## src/rtl/pmod_keypad_emu.sv

```systemverilog
// Keypad-side emulator for a 4x4 PMOD keypad: plays scripted key presses with
// contact bounce, hold time and release gap onto the active-low Row lines.
module pmod_keypad_emu #(
    parameter int         CLK_PER_MS  = 100000,
    parameter int         BOUNCE_CYC  = 2000,
    parameter int         BOUNCE_STEP = 250,
    parameter int         GAP_MS      = 2,
    parameter logic [7:0] LFSR_SEED   = 8'hA5
) (
    input  logic       sys_clk,
    input  logic       sys_rst_n,
    input  logic       req_valid,
    output logic       req_ready,
    input  logic [3:0] req_key,
    input  logic [7:0] req_hold_ms,
    input  logic       abort,
    input  logic [3:0] Col,
    output logic [3:0] Row,
    output logic       busy,
    output logic       done,
    output logic       contact
);

    localparam int PW = (CLK_PER_MS > 1) ? $clog2(CLK_PER_MS) : 1;
    localparam int BW = (BOUNCE_CYC > 0) ? $clog2(BOUNCE_CYC + 1) : 1;
    localparam int SW = (BOUNCE_STEP > 1) ? $clog2(BOUNCE_STEP) : 1;
    localparam logic [PW-1:0] PRE_LAST  = PW'(CLK_PER_MS - 1);
    localparam logic [BW-1:0] BNC_LAST  = BW'(BOUNCE_CYC - 1);
    localparam logic [SW-1:0] STEP_LAST = SW'(BOUNCE_STEP - 1);
    localparam logic [7:0]    GAP_LAST  = 8'(GAP_MS - 1);
    localparam logic          NO_BOUNCE = (BOUNCE_CYC == 0);
    localparam logic          GAP_NONE  = (GAP_MS == 0);

    typedef enum logic [2:0] {
        IDLE       = 3'd0,
        BOUNCE_IN  = 3'd1,
        HOLD       = 3'd2,
        BOUNCE_OUT = 3'd3,
        GAP        = 3'd4
    } state_t;

    // Returns {column index, active-low row mask} for a key code.
    function automatic logic [5:0] key_map(input logic [3:0] key);
        case (key)
            4'h1:    key_map = {2'd0, 4'b0111};
            4'h4:    key_map = {2'd0, 4'b1011};
            4'h7:    key_map = {2'd0, 4'b1101};
            4'h0:    key_map = {2'd0, 4'b1110};
            4'h2:    key_map = {2'd1, 4'b0111};
            4'h5:    key_map = {2'd1, 4'b1011};
            4'h8:    key_map = {2'd1, 4'b1101};
            4'hF:    key_map = {2'd1, 4'b1110};
            4'h3:    key_map = {2'd2, 4'b0111};
            4'h6:    key_map = {2'd2, 4'b1011};
            4'h9:    key_map = {2'd2, 4'b1101};
            4'hE:    key_map = {2'd2, 4'b1110};
            4'hA:    key_map = {2'd3, 4'b0111};
            4'hB:    key_map = {2'd3, 4'b1011};
            4'hC:    key_map = {2'd3, 4'b1101};
            4'hD:    key_map = {2'd3, 4'b1110};
            default: key_map = {2'd0, 4'b1111};
        endcase
    endfunction

    // Galois LFSR step for x^8+x^6+x^5+x^4+1.
    function automatic logic [7:0] lfsr_galois(input logic [7:0] v);
        lfsr_galois = {1'b0, v[7:1]} ^ (v[0] ? 8'hB8 : 8'h00);
    endfunction

    state_t          state_r;
    logic [1:0]      col_idx_r;
    logic [3:0]      mask_r;
    logic [7:0]      hold_r;
    logic [7:0]      tick_r;
    logic [PW-1:0]   pre_r;
    logic [BW-1:0]   bnc_r;
    logic [SW-1:0]   step_r;
    logic [7:0]      lfsr_r;
    logic [7:0]      lfsr_nxt_s;
    logic [3:0]      col_sync_r;

    assign lfsr_nxt_s = lfsr_galois(lfsr_r);

    // Press sequencer: handshake, bounce windows, ms-tick hold and gap timing.
    always_ff @(posedge sys_clk or negedge sys_rst_n) begin
        if (!sys_rst_n) begin
            state_r   <= IDLE;
            req_ready <= 1'b1;
            busy      <= 1'b0;
            done      <= 1'b0;
            contact   <= 1'b0;
            col_idx_r <= 2'd0;
            mask_r    <= 4'b1111;
            hold_r    <= 8'd0;
            tick_r    <= 8'd0;
            pre_r     <= PW'(0);
            bnc_r     <= BW'(0);
            step_r    <= SW'(0);
            lfsr_r    <= LFSR_SEED;
        end else begin
            done <= 1'b0;
            case (state_r)
                IDLE: begin
                    contact <= 1'b0;
                    if (req_valid) begin
                        {col_idx_r, mask_r} <= key_map(req_key);
                        hold_r    <= (req_hold_ms == 8'd0) ? 8'd1 : req_hold_ms;
                        req_ready <= 1'b0;
                        busy      <= 1'b1;
                        pre_r     <= PW'(0);
                        tick_r    <= 8'd0;
                        bnc_r     <= BW'(0);
                        step_r    <= SW'(0);
                        if (NO_BOUNCE) begin
                            state_r <= HOLD;
                            contact <= 1'b1;
                        end else begin
                            state_r <= BOUNCE_IN;
                            contact <= lfsr_r[0];
                        end
                    end
                end
                BOUNCE_IN, BOUNCE_OUT: begin
                    if (abort) begin
                        state_r <= GAP;
                        contact <= 1'b0;
                        pre_r   <= PW'(0);
                        tick_r  <= 8'd0;
                        bnc_r   <= BW'(0);
                        step_r  <= SW'(0);
                        done    <= GAP_NONE;
                    end else begin
                        if (step_r == STEP_LAST) begin
                            step_r  <= SW'(0);
                            lfsr_r  <= lfsr_nxt_s;
                            contact <= lfsr_nxt_s[0];
                        end else begin
                            step_r  <= step_r + SW'(1);
                            contact <= lfsr_r[0];
                        end
                        // Window end overrides the bounce contact chosen above.
                        if (bnc_r == BNC_LAST) begin
                            bnc_r  <= BW'(0);
                            pre_r  <= PW'(0);
                            tick_r <= 8'd0;
                            if (state_r == BOUNCE_IN) begin
                                state_r <= HOLD;
                                contact <= 1'b1;
                            end else begin
                                state_r <= GAP;
                                contact <= 1'b0;
                                done    <= GAP_NONE;
                            end
                        end else begin
                            bnc_r <= bnc_r + BW'(1);
                        end
                    end
                end
                HOLD: begin
                    if (abort) begin
                        state_r <= GAP;
                        contact <= 1'b0;
                        pre_r   <= PW'(0);
                        tick_r  <= 8'd0;
                        bnc_r   <= BW'(0);
                        step_r  <= SW'(0);
                        done    <= GAP_NONE;
                    end else if (pre_r == PRE_LAST) begin
                        pre_r <= PW'(0);
                        if (tick_r == hold_r - 8'd1) begin
                            tick_r <= 8'd0;
                            bnc_r  <= BW'(0);
                            step_r <= SW'(0);
                            if (NO_BOUNCE) begin
                                state_r <= GAP;
                                contact <= 1'b0;
                                done    <= GAP_NONE;
                            end else begin
                                state_r <= BOUNCE_OUT;
                                contact <= lfsr_r[0];
                            end
                        end else begin
                            tick_r <= tick_r + 8'd1;
                        end
                    end else begin
                        pre_r <= pre_r + PW'(1);
                    end
                end
                GAP: begin
                    contact <= 1'b0;
                    if (GAP_NONE) begin
                        state_r   <= IDLE;
                        req_ready <= 1'b1;
                        busy      <= 1'b0;
                    end else if (pre_r == PRE_LAST) begin
                        pre_r <= PW'(0);
                        if (tick_r == GAP_LAST) begin
                            tick_r    <= 8'd0;
                            state_r   <= IDLE;
                            req_ready <= 1'b1;
                            busy      <= 1'b0;
                            done      <= 1'b1;
                        end else begin
                            tick_r <= tick_r + 8'd1;
                        end
                    end else begin
                        pre_r <= pre_r + PW'(1);
                    end
                end
                default: begin
                    state_r   <= IDLE;
                    req_ready <= 1'b1;
                    busy      <= 1'b0;
                    contact   <= 1'b0;
                end
            endcase
        end
    end

    // Column capture and registered row return (two-cycle Col-to-Row path).
    always_ff @(posedge sys_clk or negedge sys_rst_n) begin
        if (!sys_rst_n) begin
            col_sync_r <= 4'b1111;
            Row        <= 4'b1111;
        end else begin
            col_sync_r <= Col;
            if (contact && (col_sync_r[2'd3 - col_idx_r] == 1'b0)) begin
                Row <= mask_r;
            end else begin
                Row <= 4'b1111;
            end
        end
    end

endmodule
```

## config.mk

```make
export PLATFORM = sky130hd
export DESIGN_NAME = pmod_keypad_emu
export DESIGN_NICKNAME = d
export VERILOG_FILES = /design/src/rtl/pmod_keypad_emu.sv
export SDC_FILE = /design/constraint.sdc
export NUM_CORES = 1
export LEC_CHECK = 0
export ABC_AREA = 1
export BUFFER_PORTS_ARGS = -buffer_cell sky130_fd_sc_hd__buf_2
export CORE_MARGIN = 2
export CORE_UTILIZATION = 52
export DETAILED_ROUTE_END_ITERATION = 10
export PLACE_DENSITY_LB_ADDON = 0.05
export SLEW_MARGIN = 30
export SYNTH_ARGS = -nofsm -noshare
export SYNTH_HDL_FRONTEND = slang
export SYNTH_SLANG_ARGS = --single-unit
```

## constraint.sdc

```tcl
create_clock -name sys_clk -period 4 [get_ports sys_clk]
set_clock_uncertainty 0.2 [all_clocks]
set_input_delay 0.4 -clock sys_clk [delete_from_list [all_inputs] [get_ports sys_clk]]
set_output_delay 0.4 -clock sys_clk [all_outputs]
set_load 0.03 [all_outputs]
```

==> out/qor.yml, run 1 <==
worstSetupStartpointType: "flop"
synthesis.area_um2: 4840
p_leak_nw: 2.69
drv_slew: 0
ant_nets: 0
die_x_um: 100
crit_fanout: 16
nets: 717
fmax_mhz: 411
numCtsBuffers: 9
ys_ff_latch: 81
max_slew_margin_pct: 51.9
grt_start_max_net_pins: 82
timing_hold_violations_final: 0
row_count: 35
setup-tns-final_ns: 0
power.share.clock_pct: 43.2
rsz0062_at_grt: "false"
htree_levels: 3
period_needed_ns: 2.43
place_congestion: 0.914
wl_per_cell_um: 12.5
drc: 0
fp.dieH_um: 100
drive_gt1_share_pct: 12.2
cts_setup_buffers: 0
clk_path_buf_depth: 2
internal_power_w: 0.00123
critical_path_required_ns: 4.08
antenna_found_initial: 0
antenna_cells: 0
yosys_warnings: 0
clkLatencyLatePin_ns: 0.36
synthCells: 659
viasPerCell: 5.19
tightest_slew_ns: 0.722
critPathArrivalTime_ns: 2.51
cts_resized: 0
clk_pin_slew_worst_paths_ns: 0.09
place_ws_ns: 1.58
synthDistinctLibCells: 39
ioPinCount: 28
ir_drop_v: 0.000173
power.total_w: 0.00163
initial_utilization_pct: 52.9
p_sw_share_pct: 24.5
grt.overflow.total: 0
p_per_area_nw_per_um2: 306
utilization_pct: 58.1
cts_tree: "built"
stdcell_area_um2: 5320
finalWorstSetupSlack_ns: 1.57
port_buffers: 27
grt_usage_pct: 22.0
finalSetupViolCount: 0
final_cell_mix: "nand2_1, inv_1, nor2_1"
cts_hold_buf: 5
dieArea_um2: 10100
p_sw_w: 0.000398
grt_pass1_wl_um: 17700
worstSetupPathType: "flop to flop"
post-dp-hpwl_um: 7270
routed_wl_um: 10100
seqPwrFrac_pct: 51.8
synthesis.nets: 686
drtIter0Drc: 190
clock-sinks: 81
cp-end-kind: "flop"
status: "finished clean"
ys_seq_area_share_pct: 42.3
drt_pre_antenna_iters: 5
drv_cap: 0
core-area_um2: 9150
clockRootBuffer: "clkbuf_8"
postPlaceCellArea_um2: 5040
worstHoldPathType: "input port to flop"
synth.avg_cell_area_um2: 7.34
final_common_cell: "nand2_1"
first_global_vias: 3917
comb_power_share_pct: 5.0
syn2layout_area_growth_pct: 9.98
vias: 4184
finalCritPeriodShare_pct: 60.8
[worst max-delay path, stage by stage, from the launching register on]
cell,delay [ns]
dfrtp_1,0.43
ha_1,0.21
inv_1,0.08
nor3_4,0.17
nand4_1,0.18
nand2_2,0.15
inv_2,0.07
nor2_4,0.32
nand3_4,0.25
nor2_1,0.16
nand2_1,0.06
o21ai_0,0.08
[state kept, by name, summed over array words and instances, names as in the netlist]
name / count
pre_r: 17
bnc_r: 11
hold_r: 8
lfsr_r: 8
step_r: 8
tick_r: 8
Row: 4
col_sync_r: 4
mask_r: 4
state_r: 3
col_idx_r: 2
busy: 1
contact: 1
done: 1
req_ready: 1
[cells by family after synthesis]
logic type | Yosys count | synth area share, %
AND/OR/NAND/NOR | 374 | 34.6
buffers and inverters | 106 | 9.03
flip-flops | 81 | 42.3
AO/OA/AOI/OAI | 67 | 7.79
XOR/XNOR | 23 | 4.16
adder cells (fa/ha/maj) | 7 | 1.81
multiplexers | 1 | 0.233
[power by group through the flow]
| stage | registers (W) | clock network (W) | logic (W) |
|---|---|---|---|
| after global placement | 0.000858 | 0 | 0.0000765 |
| after floorplan | 0.000858 | 0 | 0.0000408 |
| after detailed placement | 0.000858 | 0 | 0.0000786 |
| after CTS | 0.000843 | 0.000728 | 0.0000828 |
| final | 0.000843 | 0.000703 | 0.0000805 |
| after global routing | 0.000845 | 0.000760 | 0.0000948 |
[worst paths after layout]
| path | slack, ns | startpoint | depth (start not counted) | to |
|---|---|---|---|---|
| max | 1.57 | bnc_r[0]$_DFFE_PN0P_ | 11 | tick_r[5]$_DFFE_PN0P_ |
| min | 0.05 | req_hold_ms[5] | 3 | hold_r[5]$_DFFE_PN0P_ |
| min in group asynchronous | 0.42 | sys_rst_n | 2 | pre_r[13]$_DFFE_PN0P_ |
| min reg2reg | 0.26 | mask_r[3]$_DFFE_PN1P_ | 2 | Row[3]$_DFF_PN1_ |
| max in group asynchronous | 2.67 | sys_rst_n | 2 | tick_r[0]$_DFFE_PN0P_ |
| max reg2reg | 1.57 | bnc_r[0]$_DFFE_PN0P_ | 11 | tick_r[5]$_DFFE_PN0P_ |
[routing by layer]
layer,track usage (%),wire (µm),vias to the layer above
li1,-,-,2158
met1,30.1,4970,1939
met2,35.2,4650,74
met3,2.92,298,13
met4,9.27,174,0
met5,0,0,-
[per-stage QoR]
stage	cells	hold slack, ns
2_1_floorplan	659	-0.0956
3_3_place_gp	785	0.251
3_5_place_dp	785	0.248
4_1_cts	806	0.0363
5_1_grt	806	0.0516
6_report	806	0.0519
[area by class of cell]
type / count / area [µm²]
multi-input cells: 472 / 2350
inverters: 93 / 349
repair buffers: 33 / 199
clock inverters: 7 / 109
clock buffers: 9 / 124
flip-flops and latches: 81 / 2050
fillers: 832 / 3830
well taps: 111 / 139
[synthesized netlist by cell type, drive strengths merged]
master	n	area [µm²]
nand2	207	797
inv	92	345
nor2	74	320
dfrtp	64	1600
nand3	43	250
o21ai	34	170
nor3	24	136
a21oi	20	100
dfstp	17	447
nand4	17	106
xor2	17	149
clkbuf	7	26.3
ha	7	87.6
buf	6	61.3
xnor2	6	52.6
nor4	5	37.5
o221ai	4	35.0
o211ai	3	22.5
a211oi	2	15.0
and3	2	12.5
nand3b	2	15.0
a31o	1	8.76
clkinv	1	3.75
mux2	1	11.3
o2111ai	1	8.76
o21bai	1	7.51
o311ai	1	8.76
No activity file was read; power rests on OpenSTA's default activity.
==> inputs of run 2 (changes only) <==
--- a/config.mk
+++ b/config.mk
@@ -5,7 +5,7 @@
 export SDC_FILE = /design/constraint.sdc
 export NUM_CORES = 1
 export LEC_CHECK = 0
-export ABC_AREA = 1
+export ABC_AREA = 0
 export BUFFER_PORTS_ARGS = -buffer_cell sky130_fd_sc_hd__buf_2
 export CORE_MARGIN = 2
 export CORE_UTILIZATION = 52
==> constraint.sdc (replaced) <==
create_clock -name sys_clk -period 2.5 [get_ports sys_clk]
set_clock_uncertainty 0.2 [all_clocks]
set_input_delay 0.25 -clock sys_clk [delete_from_list [all_inputs] [get_ports sys_clk]]
set_output_delay 0.25 -clock sys_clk [all_outputs]
set_load 0.03 [all_outputs]
==> out/qor.yml, run 2 <==
cts_setup_buffers: 0  # unchanged
ant_nets: 0  # unchanged
grt.overflow.total: 0  # unchanged
status: "finished clean"
worstSetupPathType: "flop to flop"
fillerInstances: 680  # -18%
syn2layout_area_growth_pct: 17.3
synth_edf_count: 0  # unchanged
synthAdderAreaFrac_pct: 2.18  # +0.37 points
clkLatencyLatePin_ns: 0.36  # about the same
place_congestion: 0.832  # -8.9%
holdWs_ns: 0.0452  # -0.00669 ns
synth_commonest_cells: "dfrtp_1, nand2_1, nor2_1, o21ai_0, a21oi_1"
worstHoldPathType: "input port to flop"
drv_cap: 0  # unchanged
critPathArrivalTime_ns: 2.40  # -0.11 ns
p_per_area_nw_per_um2: 863  # +180%
cts_tree: "built"
synthDistinctLibCells: 72  # +85%
ys.flop_type: "dfrtp_1"
place_ws_ns: 0.0352  # -1.55 ns
grt_start_max_net_pins: 47  # -43%
antenna_found_initial: 0  # unchanged
synth.most_common_cell: "dfrtp_1"
routed_wl_um: 9410  # -6.7%
fmax_mhz: 426  # +3.5%
ir_drop_v: 0.000460  # +170%
yosys_warnings: 0  # unchanged
final_common_cell: "dfrtp_1"
initial_utilization_pct: 54.0  # +1.2 points
period_needed_ns: 2.35  # -0.0820 ns
timing.rr.end: "contact$_DFFE_PN0P_"
worstHoldStart: "req_valid"
nets: 554  # -23%
tightest_slew_ns: 0.708  # -0.0133 ns
regMostFlops: "pre_r"
synth_top_area_share_pct: 35.7  # +2.6 points
synthMuxAreaShare_pct: 4.30  # +4.1 points
critical_path_required_ns: 2.55  # -1.53 ns
synth.avg_cell_area_um2: 9.56  # +30%
timing_hold_violations_final: 0  # unchanged
final_cell_mix: "dfrtp_1, nand2_1, nor2_1"
utilization_pct: 63.4  # +5.3 points
synthesis.nets: 496  # -28%
first_global_vias: 3383  # -14%
synthArstFlopShare_pct: 100  # unchanged
ys_seq_area_share_pct: 45.7  # +3.3 points
r2r_start: "hold_r[3]$_DFFE_PN0P_"
multi_input_area_um2: 2280  # -3.2%
synthCells: 469  # -29%
ioPinCount: 28  # unchanged
seqCellArea_um2: 2050  # unchanged
finalCritPeriodShare_pct: 94.0  # +33 points
power.total_w: 0.00454  # +180%
clk_pin_slew_worst_paths_ns: 0.09  # about the same
drt_pre_antenna_iters: 4  # -1
drive_gt1_share_pct: 24.2  # +12 points
hold_end: "req_ready$_DFFE_PN1P_"
synth_compound_area_share_pct: 17.7  # +9.9 points
max_slew_margin_pct: 52.3  # +0.45 points
port_buffers: 27  # unchanged
clock-sinks: 81  # unchanged
numCtsBuffers: 9  # unchanged
rsz0062_at_grt: "false"
antenna_cells: 0  # unchanged
crit_fanout: 5  # -11
p_leak_nw: 2.26  # -16%
drv_slew: 0  # unchanged
synth_top_family_by_area: "simple AND/OR/NAND/NOR gates"
largest_reg_flops: 17  # unchanged
ys_ff_latch: 81  # unchanged
fp.dieH_um: 96.9  # -3.6%
grt_pass1_wl_um: 16300  # -8.1%
vias: 3659  # -13%
synthXorXnorAreaFrac_pct: 4.41  # +0.24 points
clockRootBuffer: "clkbuf_8"
yosysTopAreaCell: "dfrtp_1"
top_regs: "pre_r (17), bnc_r (11)"
finalSetupViolCount: 0  # unchanged
dieArea_um2: 9380  # -7.0%
wl_per_cell_um: 14.8  # +18%
ff2ff_setup_slack_ns: 0.15  # -1.42 ns
synthesis.area_um2: 4480  # -7.3%
die_x_um: 96.9  # -3.6%
viasPerCell: 5.74  # +11%
drtIter0Drc: 251  # +32%
cp-end-kind: "flop"
post-dp-hpwl_um: 6640  # -8.6%
worstSetupStartpointType: "flop"
grt_usage_pct: 21.2  # -0.76 points
drc: 0  # unchanged
yosys.area_share.simple_pct: 21.9  # -13 points
finalWorstSetupSlack_ns: 0.150  # -1.42 ns
htree_levels: 3  # unchanged
clk_path_buf_depth: 2  # unchanged
hold_depth: 4  # +1
row_count: 33  # -5.7%
rr_worst_depth: 6  # -5
core-area_um2: 8300  # -9.3%
ys_top_cells_by_area: "dfrtp_1, dfstp_2, nand2_1"
## run 2: kinds of logic after synthesis
| family | after synthesis |
|---|---|
| XOR/XNOR | 21 |
| adder cells (fa/ha/maj) | 8 |
| flip-flops | 81 |
| AND/OR/NAND/NOR | 186 |
| buffers and inverters | 42 |
| AO/OA/AOI/OAI | 115 |
| multiplexers | 16 |
## run 2: final cells by class
type,count,share of cell area (%)
repair buffers,69,9.71
clock buffers,10,2.83
clock inverters,6,1.33
well taps,105,2.50
multi-input cells,346,43.3
inverters,20,1.43
flip-flops and latches,81,38.9
## run 2: per-stage QoR
stage | std cells | area, µm² | TNS, ns
after floorplan | 469 | 4500 | -0.0253
after global placement | 608 | 4900 | 0
after detailed placement | 608 | 4900 | 0
after CTS | 637 | 5250 | 0
after global routing | 637 | 5260 | 0
final | 637 | 5260 | 0
## run 2: critical path: stages, from the launching register on
cell	delay [ns]
dfrtp_1	0.46
nor4_4	0.35
a2111oi_1	0.13
a311o_1	0.37
o211ai_4	0.27
o21ai_2	0.14
mux2_4	0.31
## run 2: worst max path at each step
stage               slack (ns)                   from  depth (start not counted)                      to
floorplan               -0.009  hold_r[0]$_DFFE_PN0P_                         10   step_r[1]$_DFFE_PN0P_
global placement          0.12  hold_r[1]$_DFFE_PN0P_                          9   tick_r[2]$_DFFE_PN0P_
detailed placement        0.04  hold_r[1]$_DFFE_PN0P_                          9   tick_r[2]$_DFFE_PN0P_
CTS                       0.04  hold_r[1]$_DFFE_PN0P_                          9   tick_r[2]$_DFFE_PN0P_
global route             0.009  pre_r[11]$_DFFE_PN0P_                          6  state_r[2]$_DFFE_PN0P_
finish                    0.15  hold_r[3]$_DFFE_PN0P_                          6     contact$_DFFE_PN0P_
## run 2: power by group
part | internal [W] | total (W) | switching, W
logic | 0.000748 | 0.00171 | 0.000962
clock network | 0.000533 | 0.00105 | 0.000513
registers | 0.00155 | 0.00178 | 0.000231
## run 2: per-layer routing
layer | wire length (µm) | global-route usage (%)
met1 | 4670 | 30.6
met2 | 4300 | 31.6
met3 | 333 | 4.05
met4 | 111 | 8.56
met5 | 0 | 0
## run 2: timing repair
| item | in CTS | in global routing |
|---|---|---|
| hold buffers | 13 | 0 |
| endpoints found under the setup margin | 0 | 20 |
| hold endpoints to repair | 47 | 0 |
| gates resized for setup | 0 | 4 |
==> inputs of run 3 (changes only) <==
--- a/config.mk
+++ b/config.mk
@@ -7,7 +7,6 @@
 export LEC_CHECK = 0
 export ABC_AREA = 0
 export BUFFER_PORTS_ARGS = -buffer_cell sky130_fd_sc_hd__buf_2
-export CORE_MARGIN = 2
 export CORE_UTILIZATION = 52
 export DETAILED_ROUTE_END_ITERATION = 10
 export PLACE_DENSITY_LB_ADDON = 0.05
==> out/qor.yml, run 3 (synthesis gave the netlist of run 2 again) <==
grt_usage_pct: 22.6  # +1.3 points
grt_pass1_wl_um: 15700  # -3.6%
drv_slew: 0  # unchanged
tightest_slew_ns: 0.696  # -0.0128 ns
worstSetupPathType: "flop to flop"
htree_levels: 3  # unchanged
slowest_delay_ns: 0.36  # -0.10 ns
drc: 0  # unchanged
fp.dieH_um: 94.9  # -2.1%
status: "finished clean"
top_regs: "pre_r (17), bnc_r (11)"
layout.cells.non_filler: 636  # -0.16%
power.total_w: 0.00447  # -1.5%
p_leak_nw: 2.24  # -0.77%
drt_pre_antenna_iters: 4  # unchanged
clockRootBuffer: "clkbuf_8"
fmax_mhz: 424  # -0.34%
antenna_found_initial: 0  # unchanged
worstHoldPathType: "input port to flop"
cts_tree: "built"
internal_power_w: 0.00276  # -2.4%
r2r_start: "hold_r[1]$_DFFE_PN0P_"
die_x_um: 94.9  # -2.1%
ff2ff_setup_slack_ns: 0.14  # about the same
critical_path_required_ns: 2.55  # about the same
place_congestion: 0.833  # about the same
critPathArrivalTime_ns: 2.41  # about the same
timing_hold_violations_final: 0  # unchanged
vias: 3626  # -0.90%
period_needed_ns: 2.36  # +0.00794 ns
wl_per_cell_um: 14.7  # -0.34%
grt_start_max_net_pins: 47  # unchanged
utilization_pct: 63.1  # -0.24 points
numCtsBuffers: 9  # unchanged
drive_gt1_share_pct: 24.3  # +0.046 points
antenna_cells: 0  # unchanged
cp-end-kind: "flop"
final_cell_mix: "dfrtp_1, nand2_1, nor2_1"
p_per_area_nw_per_um2: 853  # -1.1%
finalSetupViolCount: 0  # unchanged
regMostFlops: "pre_r"
first_global_vias: 3337  # -1.4%
row_count: 33  # unchanged
dp.cells: 607  # -0.16%
max_slew_margin_pct: 53.2  # +0.86 points
routed_wl_um: 9370  # -0.50%
viasPerCell: 5.70  # -0.75%
core-area_um2: 8300  # unchanged
post-dp-hpwl_um: 6680  # +0.56%
postPlaceCellArea_um2: 4890  # -0.15%
final_common_cell: "dfrtp_1"
port_buffers: 27  # unchanged
finalCritPeriodShare_pct: 94.3  # +0.32 points
p_sw_share_pct: 38.2  # +0.60 points
seqPwrFrac_pct: 40.0  # +0.7 points
initial_utilization_pct: 54.0  # unchanged
comb_power_share_pct: 37.6  # about the same
ir_drop_v: 0.000525  # +14%
largest_reg_flops: 17  # unchanged
ioPinCount: 28  # unchanged
path_cells: "inv_1 -> ha_2 -> o21bai_1 -> a2111oi_1 -> a311o_1 -> o211ai_4 -> o21ai_2 -> mux2_4"
critPathLaunch: "hold_r[1]$_DFFE_PN0P_"
holdWs_ns: 0.0380  # -0.00721 ns
stdcell_area_um2: 5240  # -0.38%
worstHoldStart: "req_valid"
drtIter0Drc: 166  # -34%
clk_path_buf_depth: 2  # unchanged
worstSetupStartpointType: "flop"
p_sw_w: 0.00171  # about the same
clkLatencyLatePin_ns: 0.36  # about the same
syn2layout_area_growth_pct: 16.9
cp_slowest_cell: "dfrtp_1"
clk_pin_slew_worst_paths_ns: 0.09  # about the same
nets: 553  # -0.18%
crit_fanout: 5  # unchanged
grt.overflow.total: 0  # unchanged
drv_cap: 0  # unchanged
ant_nets: 0  # unchanged
dieArea_um2: 9000  # -4.1%
power.share.clock_pct: 22.4  # -0.7 points
clock-sinks: 81  # unchanged
## run 3: changes by cell type in the layout (fill, tap and decap cells not counted)
cell,previous run,this run
clkbuf_16,1,0
clkinvlp_4,0,1
buf_4,28,27
clkinv_2,1,0
dfrtp_2,0,1
inv_6,3,4
dfrtp_1,64,63
## run 3: final timing paths
path	end	cells after the start
worst max-delay path	contact$_DFFE_PN0P_	8
worst min-delay path	busy$_DFFE_PN0P_	3
worst max register to register	contact$_DFFE_PN0P_	8
worst min register to register	mask_r[2]$_DFFE_PN1P_	2
max in group asynchronous	Row[0]$_DFF_PN1_	3
min in group asynchronous	pre_r[9]$_DFFE_PN0P_	2
## run 3: power by group through the flow
stage | Combinational (W) | Clock, W | Sequential [W]
floorplan | 0.00112 | 0 | 0.00178
global placement | 0.00163 | 0 | 0.00180
detailed placement | 0.00165 | 0 | 0.00181
CTS | 0.00168 | 0.00103 | 0.00179
global route | 0.00188 | 0.00108 | 0.00183
finish | 0.00168 | 0.00100 | 0.00179
## run 3: final cells by class
cell class / instances / area [µm²]
clock buffer: 9 / 124
clock inverter: 7 / 81.3
fill: 691 / 3060
inverter: 20 / 75.1
multi-input combinational: 346 / 2280
sequential: 81 / 2050
tap: 105 / 131
timing repair buffer: 68 / 503
## run 3: timing repair
action	CTS	global route
gates resized for setup	1	4
cloned	0	0
endpoints found under the hold margin	47	0
hold buffers	13	0
endpoints found under the setup margin	1	17
setup buffers	0	0
## run 3: critical path, delay by kind of cell, from the launching register on
family	cells	cell delay [ns]
AO/OA/AOI/OAI	5	1.11
adder cells (fa/ha/maj)	1	0.19
buffers and inverters	1	0.06
flip-flops	1	0.36
multiplexers	1	0.32
## run 3: metrics by stage
step | worst slack (ns) | setup TNS [ns]
floorplan | -0.00946 | -0.0253
detailed placement | 0.0259 | 0
CTS | 0.102 | 0
finish | 0.142 | 0
global placement | 0.110 | 0
global route | -0.000497 | -0.000497
## run 3: metal layers
layer  vias to the layer above  wire [µm]  GRT usage (%)  part of all wire (%)
met5                         -          0              0                     0
met4                         0        138           7.58                   1.5
met3                        12        341           5.07                   3.6
met2                        74       4310           36.2                    46
met1                      1729       4580           30.1                    49
li1                       1811          -              -                     -
